### config.mk
export PLATFORM = sky130hd
export DESIGN_NAME = instruction_fetch
export DESIGN_NICKNAME = d
export VERILOG_FILES = /design/src/rtl/io881_pkg.sv /design/src/rtl/ifetch_classify.sv /design/src/rtl/instruction_fetch.sv
export SDC_FILE = /design/constraint.sdc
export NUM_CORES = 1
export LEC_CHECK = 0
export BUFFER_PORTS_ARGS = -buffer_cell sky130_fd_sc_hd__buf_2
export CORE_MARGIN = 2
export CORE_UTILIZATION = 50
export CTS_CLUSTER_SIZE = 16
export DETAILED_ROUTE_END_ITERATION = 6
export GPL_TIMING_DRIVEN = 0
export PLACE_DENSITY = 0.77
export SLEW_MARGIN = 10
export SYNTH_ARGS = -nofsm -noshare
export SYNTH_HDL_FRONTEND = slang
export SYNTH_SLANG_ARGS = --single-unit
### constraint.sdc
create_clock -name clk -period 2.7 [get_ports clk]
set_clock_uncertainty 0.1 [all_clocks]
set_input_delay 0.54 -clock clk [delete_from_list [all_inputs] [get_ports clk]]
set_output_delay 0.54 -clock clk [all_outputs]
set_load 0.01 [all_outputs]
### src/rtl/io881_pkg.sv
// Shared io881 definitions: opcode class nibbles, packed no-op value and
// the fetch FSM state encoding.
package io881_pkg;

  localparam logic [3:0] SHORT_MAX  = 4'hB;
  localparam logic [3:0] OP0_HI     = 4'hC;
  localparam logic [3:0] OP1_HI     = 4'hD;
  localparam logic [3:0] OP2_HI     = 4'hE;
  localparam logic [3:0] JMP_HI     = 4'hF;
  localparam logic [3:0] NOP_NIBBLE = 4'h0;

  typedef enum logic [2:0] {
    ST_RESET,
    ST_FETCH,
    ST_HOLD_HI,
    ST_HOLD_LO,
    ST_OPER,
    ST_ISSUE8,
    ST_SUSPEND
  } state_t;

endpackage

### src/rtl/ifetch_classify.sv
// Opcode class decode from the high nibble of a fetched byte:
// short (nibble-packed) vs 8-bit, operand byte count, jump class.
module ifetch_classify
  import io881_pkg::*;
(
  input  logic [3:0] i_hi,
  output logic       o_short,
  output logic [1:0] o_nops,
  output logic       o_jump
);

  always_comb begin
    o_short = 1'b0;
    o_nops  = 2'd0;
    o_jump  = 1'b0;
    if (i_hi <= SHORT_MAX) begin
      o_short = 1'b1;
    end else begin
      case (i_hi)
        OP0_HI:  o_nops = 2'd0;
        OP1_HI:  o_nops = 2'd1;
        OP2_HI:  o_nops = 2'd2;
        JMP_HI: begin
          o_nops = 2'd2;
          o_jump = 1'b1;
        end
        default: o_nops = 2'd0;
      endcase
    end
  end

endmodule

### src/rtl/instruction_fetch.sv
// io881 instruction fetch: byte fetch at PC, nibble/byte instruction split,
// operand gathering and suspension after jump-class instructions.
//   state      | meaning
//   ST_RESET   | first cycle out of reset, behaves as FETCH
//   ST_FETCH   | request opcode byte at PC
//   ST_HOLD_HI | issue high nibble of a short byte
//   ST_HOLD_LO | issue low nibble of a short byte
//   ST_OPER    | fetch operand bytes following the opcode
//   ST_ISSUE8  | present 8-bit instruction with operands
//   ST_SUSPEND | wait for execute to supply the next PC
module instruction_fetch
  import io881_pkg::*;
#(
  parameter int                    ADDR_WIDTH = 16,
  parameter logic [ADDR_WIDTH-1:0] RESET_PC   = '0
) (
  input  logic                  clk,
  input  logic                  reset,
  output logic                  mem_req,
  output logic [ADDR_WIDTH-1:0] mem_addr,
  input  logic                  mem_ack,
  input  logic [7:0]            mem_data,
  output logic                  instr_valid,
  input  logic                  instr_ready,
  output logic [7:0]            instr_opcode,
  output logic                  instr_short,
  output logic [15:0]           instr_operand,
  output logic [1:0]            instr_nops,
  output logic [ADDR_WIDTH-1:0] instr_pc,
  output logic                  suspended,
  input  logic                  resume_valid,
  input  logic [ADDR_WIDTH-1:0] resume_pc
);

  state_t                r_state;
  state_t                w_next;
  logic [ADDR_WIDTH-1:0] r_pc;
  logic [ADDR_WIDTH-1:0] r_ipc;
  logic [7:0]            r_byte;
  logic [15:0]           r_operand;
  logic [1:0]            r_nops;
  logic                  r_opcnt;
  logic                  r_jump;

  logic                  w_fetching;
  logic                  w_oper;
  logic                  w_ack;
  logic                  w_short;
  logic [1:0]            w_nops;
  logic                  w_jump;

  // ST_RESET requests like FETCH once reset is released, so the first
  // request appears in the very first cycle out of reset.
  assign w_fetching = (r_state == ST_FETCH) || ((r_state == ST_RESET) && !reset);
  assign w_oper     = (r_state == ST_OPER);
  assign w_ack      = mem_ack && (w_fetching || w_oper);

  ifetch_classify u_classify (
    .i_hi    (mem_data[7:4]),
    .o_short (w_short),
    .o_nops  (w_nops),
    .o_jump  (w_jump)
  );

  always_ff @(posedge clk) begin
    if (reset) begin
      r_state <= ST_RESET;
    end else begin
      r_state <= w_next;
    end
  end

  always_comb begin
    w_next = r_state;
    case (r_state)
      ST_RESET, ST_FETCH: begin
        w_next = ST_FETCH;
        if (w_ack) begin
          if (w_short)             w_next = ST_HOLD_HI;
          else if (w_nops == 2'd0) w_next = ST_ISSUE8;
          else                     w_next = ST_OPER;
        end
      end
      ST_HOLD_HI: begin
        if (instr_ready) begin
          w_next = (r_byte[3:0] == NOP_NIBBLE) ? ST_FETCH : ST_HOLD_LO;
        end
      end
      ST_HOLD_LO: begin
        if (instr_ready) w_next = ST_FETCH;
      end
      ST_OPER: begin
        if (w_ack && ((r_opcnt ? 2'd2 : 2'd1) == r_nops)) w_next = ST_ISSUE8;
      end
      ST_ISSUE8: begin
        if (instr_ready) w_next = r_jump ? ST_SUSPEND : ST_FETCH;
      end
      ST_SUSPEND: begin
        if (resume_valid) w_next = ST_FETCH;
      end
      default: w_next = ST_FETCH;
    endcase
  end

  always_ff @(posedge clk) begin
    if (reset) begin
      r_pc      <= RESET_PC;
      r_ipc     <= '0;
      r_byte    <= '0;
      r_operand <= '0;
      r_nops    <= '0;
      r_opcnt   <= 1'b0;
      r_jump    <= 1'b0;
    end else begin
      if (w_fetching && w_ack) begin
        r_byte    <= mem_data;
        r_ipc     <= r_pc;
        r_pc      <= r_pc + ADDR_WIDTH'(1);
        r_nops    <= w_short ? 2'd0 : w_nops;
        r_jump    <= w_jump;
        r_operand <= '0;
        r_opcnt   <= 1'b0;
      end
      if (w_oper && w_ack) begin
        if (!r_opcnt) r_operand[7:0]  <= mem_data;
        else          r_operand[15:8] <= mem_data;
        r_opcnt <= 1'b1;
        r_pc    <= r_pc + ADDR_WIDTH'(1);
      end
      if ((r_state == ST_SUSPEND) && resume_valid) begin
        r_pc <= resume_pc;
      end
    end
  end

  always_comb begin
    mem_req       = w_fetching || w_oper;
    mem_addr      = (w_fetching || w_oper) ? r_pc : '0;
    instr_valid   = 1'b0;
    instr_short   = 1'b0;
    instr_opcode  = 8'h00;
    instr_operand = 16'h0000;
    instr_nops    = 2'd0;
    instr_pc      = '0;
    suspended     = (r_state == ST_SUSPEND);
    case (r_state)
      ST_HOLD_HI: begin
        instr_valid  = 1'b1;
        instr_short  = 1'b1;
        instr_opcode = {4'h0, r_byte[7:4]};
        instr_pc     = r_ipc;
      end
      ST_HOLD_LO: begin
        instr_valid  = 1'b1;
        instr_short  = 1'b1;
        instr_opcode = {4'h0, r_byte[3:0]};
        instr_pc     = r_ipc;
      end
      ST_ISSUE8: begin
        instr_valid   = 1'b1;
        instr_opcode  = r_byte;
        instr_operand = r_operand;
        instr_nops    = r_nops;
        instr_pc      = r_ipc;
      end
      default: instr_valid = 1'b0;
    endcase
  end

endmodule

==> results.tsv <==
metric	value	unit
kind of critical path	flip-flop to output port	
Yosys warning total	0	
fillers	576	
largest net degree at the start of global routing	12	
Setup-failing EPs final	0	
std cell rows	29	
status	completed	
Mapped Cells	421	
Post-synth EDFFs	0	
Cell Area, Synth	3220	um2
routed vias	3457	
Die Ht	84.2	um
most common cell in the netlist	nand2_1	
Placeable Area	6280	um2
initial antenna violation count	0	
post-DP HPWL	6.72	mm
CTS max path bufs	2	
worst min-delay path category	flip-flop to flip-flop	
CP max stage delay	360	ps
CP cell instances	clkbuf_2 > clkbuf_4 > nor2b_2 > clkbuf_2 > and3_1 > buf_2	
total length of routed wires	9.37	mm
wire length of the first global-routing pass	15.3	mm
Post-synth ARST share	0	%
Final period util	96.1	%
clock sinks	63	
critical path's top delay family	buffers and inverters	
total power	2060	uW
DR iter-0 viols	206	
layout cells sized above 1	24.0	%
CP bufs+invs	4	
I/O pin total	91	
Worst-Margin Slew	1020	ps
LEAKAGE	0.00172	uW
Seq/Total Area, Yosys	39.2	%
initial core utilization	51.3	%
Worst path most repeated cell	clkbuf_2	
Root Buffer Master	clkbuf_8	
Syn Area/Cell	7.64	um2
routed vias/inst	5.75	
slowest CP cell	dfxtp_1	
final net count	549	
Max-slew headroom	30.7	%
FF-to-FF Start	r_state[2]	
vias in the first global route	3292	
number of distinct library cells after synthesis	52	
IO Port Bufs	89	
R2R Setup Slk	370	ps
VDD IR-drop max	0.000327	V
router iterations before antenna repair	5	
Post-synth top cells	nand2_1, dfxtp_1, nor2_1	
global placement routability congestion	0.911	
Worst-path clk slew	70	ps
Layout area overhead	23.3	%
#FFs+latches synth	63	
post-CTS setup buffers	0	
max_cap viols	0	
Placed Area	3760	um2
design area	3970	um2
Min-Delay Endpoint	r_ipc[13]	
fmax	385	MHz
R2R Path End	r_operand[4]	
antenna diode count	0	
cell taking the most area after synthesis	dfxtp_1	
Cells on Worst Hold Path	2	
Yosys top cell area share	39.2	%
H-tree lvl count	3	
Residual DRC	0	
Pins Over Slew Limit	0	
gr ovfl total	0	
Startpoint Class	flip-flop	
top cells by area, synth	dfxtp_1, nand2_1, a21oi_1	
FF-to-FF path depth	6	
die area	7090	um2
CTS tree	yes	
clock latency on the worst-skew pair	340	ps
hold path startpoint	r_ipc[13]	
Num CTS Buffers	9	
crit end category	output port	
critical path arrival	1960	ps
Worst Path Max Fanout	10	
Post-synth top flop	dfxtp_1	
Power Density	520	nW/um2
WL/cell	15.6	um
Critical Path RT	2060	ps
Syn Nets	451	
Die X-Extent	84.2	um
fin crit period	2600	ps
DRT antenna net count	0	
hold violation count in the final report	0	
gr usage total	26.7	%
==> routing by layer <==
layer / part of all wire [%] / track usage, %
met5: 0 / 0
met1: 42 / 32.0
met4: 2.9 / 12.6
met3: 7.8 / 5.60
met2: 48 / 45.7
==> kinds of logic (layout without fill, tap and decap cells) <==
kind of cell | count (synthesis) | count (layout) | synth area share, %
buffers and inverters | 37 | 140 | 5.05
xor gates and xnor gates | 5 | 5 | 1.36
DFF | 63 | 63 | 39.2
AOI/OAI and AO/OA | 99 | 99 | 19.4
and+or+nand+nor | 216 | 216 | 34.6
adders and majority gates | 1 | 1 | 0.389
==> final cells by class <==
| cell class | instances | area (um2) | area share [%] |
|---|---|---|---|
| multi-input cells | 321 | 1820 | 45.8 |
| flip-flops and latches | 63 | 1260 | 31.8 |
| repair buffers | 89 | 445 | 11.2 |
| plain buffers | 32 | 160 | 4.04 |
| clock buffers | 11 | 141 | 3.56 |
| well taps | 77 | 96.3 | 2.43 |
| clock inverters | 5 | 33.8 | 0.851 |
| inverters | 3 | 11.3 | 0.284 |
==> metrics by stage <==
step	utilization, %	std cells	hold WS (ps)	worst slack (ps)	setup TNS (ps)
finish	63.2	601	351	105	0
detailed placement	59.9	587	343	-103	-857
global placement	59.9	587	339	-51.6	-454
floorplan	-	421	332	253	0
CTS	63.1	603	350	10.0	0
global route	63.2	601	361	-48.5	-445
==> worst min-delay path, delay by kind of cell, from the launching register on <==
family	cells	cell delay (ps)
compound gates	1	50
simple gates	1	50
flops	1	310
==> where the power goes <==
group	switching, uW	total (uW)	internal, uW
logic	223	341	118
clock network	381	737	356
registers	28.8	984	955
==> registers in the layout (all words and copies together), names as in the netlist <==
name	flops
r_operand	16
r_state	3
r_opcnt	1
r_ipc	16
r_pc	16
r_byte	8
r_jump	1
r_nops	2
==> repair_timing <==
action                                  in CTS  in global routing
gates resized for setup                     10                  8
pin swaps                                    0                  1
endpoints found under the setup margin      48                 42
hold buffers                                 0                  0
==> cell usage in the layout, fill, tap and decap left out, types with 3 or more instances in the layout <==
cell type and count:
a22o_1 4, inv_1 3, a22oi_1 17, nand2_1 67, xnor2_1 3, nor2_1 43, a31oi_1 3, nor4_1 7
nand4_1 9, o21ai_0 14, nor3_1 4, dfxtp_1 63, and3_1 24, clkbuf_1 21, nand3_1 6, buf_6 3
and2_1 31, a211oi_1 3, a21oi_1 42, clkbuf_8 10, buf_2 89, clkbuf_2 5
==> worst max path at each step <==
stage / start / to / cells after the start
after detailed placement: reset / mem_addr[13] / 6
final: r_state[2] / instr_nops[0] / 6
after floorplan: reset / mem_addr[10] / 5
after global placement: reset / mem_addr[12] / 6
after global routing: r_state[2] / instr_operand[7] / 6
after CTS: r_state[2] / instr_operand[11] / 6
(Power assumes the default switching activity.)
